File: src/rtl/button_press_decoder_pkg.sv
//==============================================================================
// Module      : button_press_decoder_pkg
// Description : Shared state encodings and 5 kHz tick defaults for the
//               button press decoder and its edge-detect helper.
// Revision    : 1.0 - initial release
//==============================================================================
`default_nettype none

package button_press_decoder_pkg;

    // Decoder FSM states, encodings fixed so other buttons' logic can match them
    typedef enum logic [1:0] {
        IDLE  = 2'd0,
        PRESS = 2'd1,
        HOLD  = 2'd2
    } btn_state_t;

    // Defaults for a 5 kHz clock: 1 s to long press, 200 ms repeat period
    localparam int c_DEFAULT_LONG_TICKS   = 5000;
    localparam int c_DEFAULT_REPEAT_TICKS = 1000;
    localparam int c_DEFAULT_CNT_W        = 13;

endpackage : button_press_decoder_pkg

`default_nettype wire

File: src/rtl/button_press_decoder_btn_edge_detect.sv
//==============================================================================
// Module      : btn_edge_detect
// Description : Two-stage button level register with rising-edge output.
//               Both stages reset to 1 so a button held through reset is
//               not seen as a fresh press until it is released first.
// Revision    : 1.0 - initial release
//==============================================================================
`default_nettype none

module btn_edge_detect (
    input  logic clk,
    input  logic reset,
    input  logic i_btn,
    output logic o_btn_q,
    output logic o_rise
);

    logic r_btn_q;
    logic r_btn_d;

    // Level delay chain; reset-to-pressed masks a button held through reset
    always_ff @(posedge clk) begin
        if (reset) begin
            r_btn_q <= 1'b1;
            r_btn_d <= 1'b1;
        end else begin
            r_btn_q <= i_btn;
            r_btn_d <= r_btn_q;
        end
    end

    assign o_btn_q = r_btn_q;
    assign o_rise  = r_btn_q & ~r_btn_d;

endmodule : btn_edge_detect

`default_nettype wire

File: src/rtl/button_press_decoder.sv
//==============================================================================
// Module      : button_press_decoder
// Description : Turns a debounced button level into single-cycle short_press,
//               long_press and auto-repeat events plus a held level.
// Revision    : 1.0 - initial release
//==============================================================================
`default_nettype none

module button_press_decoder
    import button_press_decoder_pkg::*;
#(
    parameter int LONG_TICKS   = c_DEFAULT_LONG_TICKS,
    parameter int REPEAT_TICKS = c_DEFAULT_REPEAT_TICKS,
    parameter int CNT_W        = c_DEFAULT_CNT_W
) (
    input  logic clk,
    input  logic reset,
    input  logic btn_in,
    input  logic repeat_en,
    output logic short_press,
    output logic long_press,
    output logic repeat_pulse,
    output logic held
);

    localparam logic [CNT_W-1:0] c_LONG_LAST   = CNT_W'(LONG_TICKS - 1);
    localparam logic [CNT_W-1:0] c_REPEAT_LAST = CNT_W'(REPEAT_TICKS - 1);
    localparam logic [CNT_W-1:0] c_CNT_ONE     = CNT_W'(1);

    logic             w_btn_q;
    logic             w_rise;

    btn_state_t       r_state;
    btn_state_t       w_state_nxt;
    logic [CNT_W-1:0] r_cnt;
    logic [CNT_W-1:0] w_cnt_nxt;
    logic             w_short_nxt;
    logic             w_long_nxt;
    logic             w_rep_nxt;
    logic             w_held_nxt;

    btn_edge_detect u_edge (
        .clk     (clk),
        .reset   (reset),
        .i_btn   (btn_in),
        .o_btn_q (w_btn_q),
        .o_rise  (w_rise)
    );

    // State, hold counter and registered event outputs
    always_ff @(posedge clk) begin
        if (reset) begin
            r_state      <= IDLE;
            r_cnt        <= '0;
            short_press  <= 1'b0;
            long_press   <= 1'b0;
            repeat_pulse <= 1'b0;
            held         <= 1'b0;
        end else begin
            r_state      <= w_state_nxt;
            r_cnt        <= w_cnt_nxt;
            short_press  <= w_short_nxt;
            long_press   <= w_long_nxt;
            repeat_pulse <= w_rep_nxt;
            held         <= w_held_nxt;
        end
    end

    // Next-state, counter and pulse decode; release is checked before thresholds
    always_comb begin
        w_state_nxt = r_state;
        w_cnt_nxt   = r_cnt;
        w_short_nxt = 1'b0;
        w_long_nxt  = 1'b0;
        w_rep_nxt   = 1'b0;
        case (r_state)
            IDLE: begin
                if (w_rise) begin
                    w_state_nxt = PRESS;
                    w_cnt_nxt   = '0;
                end
            end
            PRESS: begin
                if (!w_btn_q) begin
                    w_short_nxt = 1'b1;
                    w_state_nxt = IDLE;
                    w_cnt_nxt   = '0;
                end else if (r_cnt == c_LONG_LAST) begin
                    w_long_nxt  = 1'b1;
                    w_state_nxt = HOLD;
                    w_cnt_nxt   = '0;
                end else begin
                    w_cnt_nxt   = r_cnt + c_CNT_ONE;
                end
            end
            HOLD: begin
                // Counter runs regardless of repeat_en so the repeat phase is fixed
                if (!w_btn_q) begin
                    w_state_nxt = IDLE;
                    w_cnt_nxt   = '0;
                end else if (r_cnt == c_REPEAT_LAST) begin
                    w_rep_nxt   = repeat_en;
                    w_cnt_nxt   = '0;
                end else begin
                    w_cnt_nxt   = r_cnt + c_CNT_ONE;
                end
            end
            default: begin
                w_state_nxt = IDLE;
                w_cnt_nxt   = '0;
            end
        endcase
        w_held_nxt = (w_state_nxt == PRESS) || (w_state_nxt == HOLD);
    end

endmodule : button_press_decoder

`default_nettype wire
File: config.mk
export PLATFORM = sky130hd
export DESIGN_NAME = button_press_decoder
export DESIGN_NICKNAME = d
export VERILOG_FILES = /design/src/rtl/button_press_decoder_pkg.sv /design/src/rtl/button_press_decoder_btn_edge_detect.sv /design/src/rtl/button_press_decoder.sv
export SDC_FILE = /design/constraint.sdc
export NUM_CORES = 1
export LEC_CHECK = 0
export ABC_AREA = 1
export CAP_MARGIN = 20
export CORE_MARGIN = 2
export CORE_UTILIZATION = 60
export DETAILED_ROUTE_END_ITERATION = 8
export PLACE_DENSITY = 0.81
export RECOVER_POWER = 50
export SLEW_MARGIN = 20
export SYNTH_ARGS = -nofsm -noshare
export SYNTH_HDL_FRONTEND = slang
export SYNTH_SLANG_ARGS = --single-unit
export TNS_END_PERCENT = 20
File: constraint.sdc
create_clock -name clk -period 2.93 [get_ports clk]
set_input_delay 0.586 -clock clk [delete_from_list [all_inputs] [get_ports clk]]
set_output_delay 0.586 -clock clk [all_outputs]
set_load 0.05 [all_outputs]
==> summary.md <==
| Metric | Value |
|---|---|
| Root Buffer | `clkbuf_4` |
| Vias in the first global route | `about 850` |
| Met2 Track Usage GR | `0.344` |
| Max-cap viol count | `0` |
| GR Util met3 | `0.0340` |
| Multi-input logic area | `around 600 um^2` |
| Overflow after GRT | `0` |
| Number of filler cells placed in the layout | `approximately 150` |
| Required @ worst endpoint | `around 2.3 ns` |
| R2R depth | `12` |
| Final hold vios | `0` |
| TNS Setup | `0 ns` |
| Area grow syn2layout | `7.31%` |
| Num CTS Buffers | `3` |
| Sequential Area | `approximately 420 um^2` |
| Setup violations, final | `0` |
| Critical-path cell list | `clkdlybuf4s50_1` |
| Lkg Pwr | `~0.51 nW` |
| Layout cells sized above 1 | `0.145` |
| Crit path DAT | `~1.4 ns` |
| Min Tclk post-route | `just over 2 ns` |
| Worst Setup SP | `short_press` |
| Max Clock Skew | `about 0.0046 ns` |
| RSZ-0062 raised after global routing | `false` |
| CTS Hold Buffers Added | `0` |
| Util after Layout | `0.697` |
| Internal reg-to-reg setup slack | `about 1 ns` |
| Largest net degree at the start of global routing | `13` |
| Cell Pwr Density | `between 300 and 400 nW/um^2` |
| # diodes | `0` |
| Placed wire-length estimate | `around 1600 um` |
| CP Buf/Inv Count | `1` |
| Core area | `~1800 um^2` |
| # resized after CTS | `0` |
| Gp weighted congestion | `between 0.8 and 0.9` |
| Relative max-transition margin | `0.595` |
| Transition time of the tightest slew-check pin | `0.606 ns` |
| Commonest register cell after synthesis | `dfxtp_1` |
| Crit-path slowest cell | `clkdlybuf4s50_1` |
| Final #Nets | `approximately 180` |
| Hold_ws | `about 0.53 ns` |
| Non-Filler Instances | `190` |
| Hold Path Depth | `1` |
| Final ANT Viol Nets | `0` |
| DRC errors left | `0` |
| Die area | `roughly 2300 um^2` |
| Worst path max stage delay | `between 0.7 and 0.8 ns` |
| Avg Inst Size Synth | `7.35 um^2` |
| CP top delay family | `buffers and inverters` |
| CTS tree | `yes` |
| Sequential fraction of the synthesis area | `0.367` |
| Worst Path Max Fanout | `1` |
| First-pass GRT wire length | `approximately 3400 um` |
| Period utilization | `0.688` |
| Synth Cell Area | `1150 um^2` |
| Syn Nets | `between 150 and 200` |
| Post-synth EDFFs | `0` |
| Initial antenna violation count | `0` |
| Worst r2r src | `r_cnt[0]` |
| Worst Path Class, Setup | `reg2out` |
| Synth Warn # | `0` |
| WL/cell | `~11 um` |
| Total Wirelength | `2040 um` |
| CP Capture Type | `primary output` |
| Port buffer count | `7` |
| GR Util met1 | `0.280` |
| Hold EP | `short_press` |
| Gr busiest metal | `met2` |
| Row count | `15` |
| Initial Util | `0.650` |
| Fin. max-slew vios | `0` |
| Die Y | `roughly 48 um` |
| Fmax | `~0.50 GHz` |
| Outcome | `complete, no violations` |
| Vias | `about 930` |
| Synth Instances | `156` |
| Synthesis-stage register bit count | `21` |
| CTS sink count | `21` |
| DP Cell Count | `between 150 and 200` |
| First-pass DRT Iterations | `4` |
| Asr flop ratio synth | `0` |
| Top-Level Pins | `8` |
| 1st-iter DRT viols | `41` |
| Peak VDD IR | `0.306 mV` |
| Clock transition at path regs | `approximately 0.12 ns` |
| Chip width | `47.7 um` |
| Class of the worst hold path | `reg2reg` |
| Via density | `4.88` |
| Worst Hold Launch | `u_edge.o_btn_q` |
| Setup Fix Bufs, Post-CTS | `0` |
| R2R Path End | `r_cnt[11]` |
| Yosys cell types | `26` |
| Startpoint types | `flip-flop` |
| All-Layer GR Usage | `0.209` |
| H-tree depth | `1` |
| Clock latency on the worst-skew pair | `slightly above 0.3 ns` |
| CTS Buffer Depth | `2` |
==> sequential cells by signal (all words and copies together), names as in the netlist <==
register	flops
held	1
short_press	1
r_cnt	13
r_state	2
repeat_pulse	1
u_edge.r_btn_d	1
u_edge.o_btn_q	1
long_press	1
==> Yosys cell counts, types with 2 or more instances <==
master,n,area (um^2)
ha_1,5,62.6
nor2_2,14,87.6
or2_0,2,12.5
nand2_1,36,135
nand3_2,3,30.0
inv_2,2,7.51
o21ai_1,4,20.0
dfxtp_1,21,420
nand3_1,8,40.0
a21oi_1,4,20.0
inv_1,19,71.3
nand2_2,2,12.5
xor2_1,4,35.0
nand4_1,2,12.5
nor2_1,19,71.3
==> placed cells by master (no fill, tap or decap), types with 2 or more instances in the layout <==
master           synthesis  layout
nand2_1                 36      38
dfxtp_1                 21      21
inv_1                   19      20
nor2_1                  19      20
nor2_2                  14      13
nand3_1                  8       8
clkdlybuf4s50_1          0       6
ha_1                     5       5
xor2_1                   4       4
o21ai_1                  4       4
a21oi_1                  4       4
nand3_2                  3       3
clkbuf_4                 0       3
nand4_1                  2       2
or2_0                    2       2
==> logic make-up after synthesis <==
family / share of synthesized area
AO/OA/AOI/OAI: 0.0699
AND/OR/NAND/NOR: 0.374
XOR/XNOR: 0.0382
buffers and inverters: 0.0961
adder cells (fa/ha/maj): 0.0546
flip-flops: 0.367
==> layer usage <==
metal / wire (um) / up-vias
met1: 1010 / 407
met4: 29 / 0
met3: 68 / 5
met5: 0 / -
li1: - / 500
met2: 929 / 15
==> power breakdown <==
part           internal (W)  switching [W]
Sequential         0.000290     0.00000365
Clock             0.0000532      0.0000916
Combinational     0.0000140      0.0000277
==> metrics by stage <==
| stage | setup slack [ns] | power [W] | instance area, um^2 |
|---|---|---|---|
| CTS | 0.913 | 0.000480 | 1240 |
| detailed placement | 1.21 | 0.000344 | 1220 |
| global route | 0.795 | 0.000498 | 1230 |
| finish | 0.914 | 0.000480 | 1230 |
| floorplan | 1.51 | 0.000337 | 1150 |
| global placement | 1.25 | 0.000342 | 1220 |
==> how the worst max path moves through the flow <==
stage,endpoint,slack [ns],cells after the start
after floorplan,r_cnt[5],1.51,13
after global placement,r_cnt[8],1.25,6
after detailed placement,r_cnt[8],1.21,7
after CTS,short_press,0.91,1
after global routing,r_cnt[11],0.80,12
final,short_press,0.91,1
==> layout make-up <==
| class | instances | share of cell area |
|---|---|---|
| Timing Repair Buffer | 7 | 0.0570 |
| Sequential cell | 21 | 0.342 |
| Multi-Input combinational cell | 112 | 0.490 |
| Clock buffer | 4 | 0.0214 |
| Tap cell | 25 | 0.0254 |
| Inverter | 21 | 0.0641 |
Power figures use the tool's default switching activity.
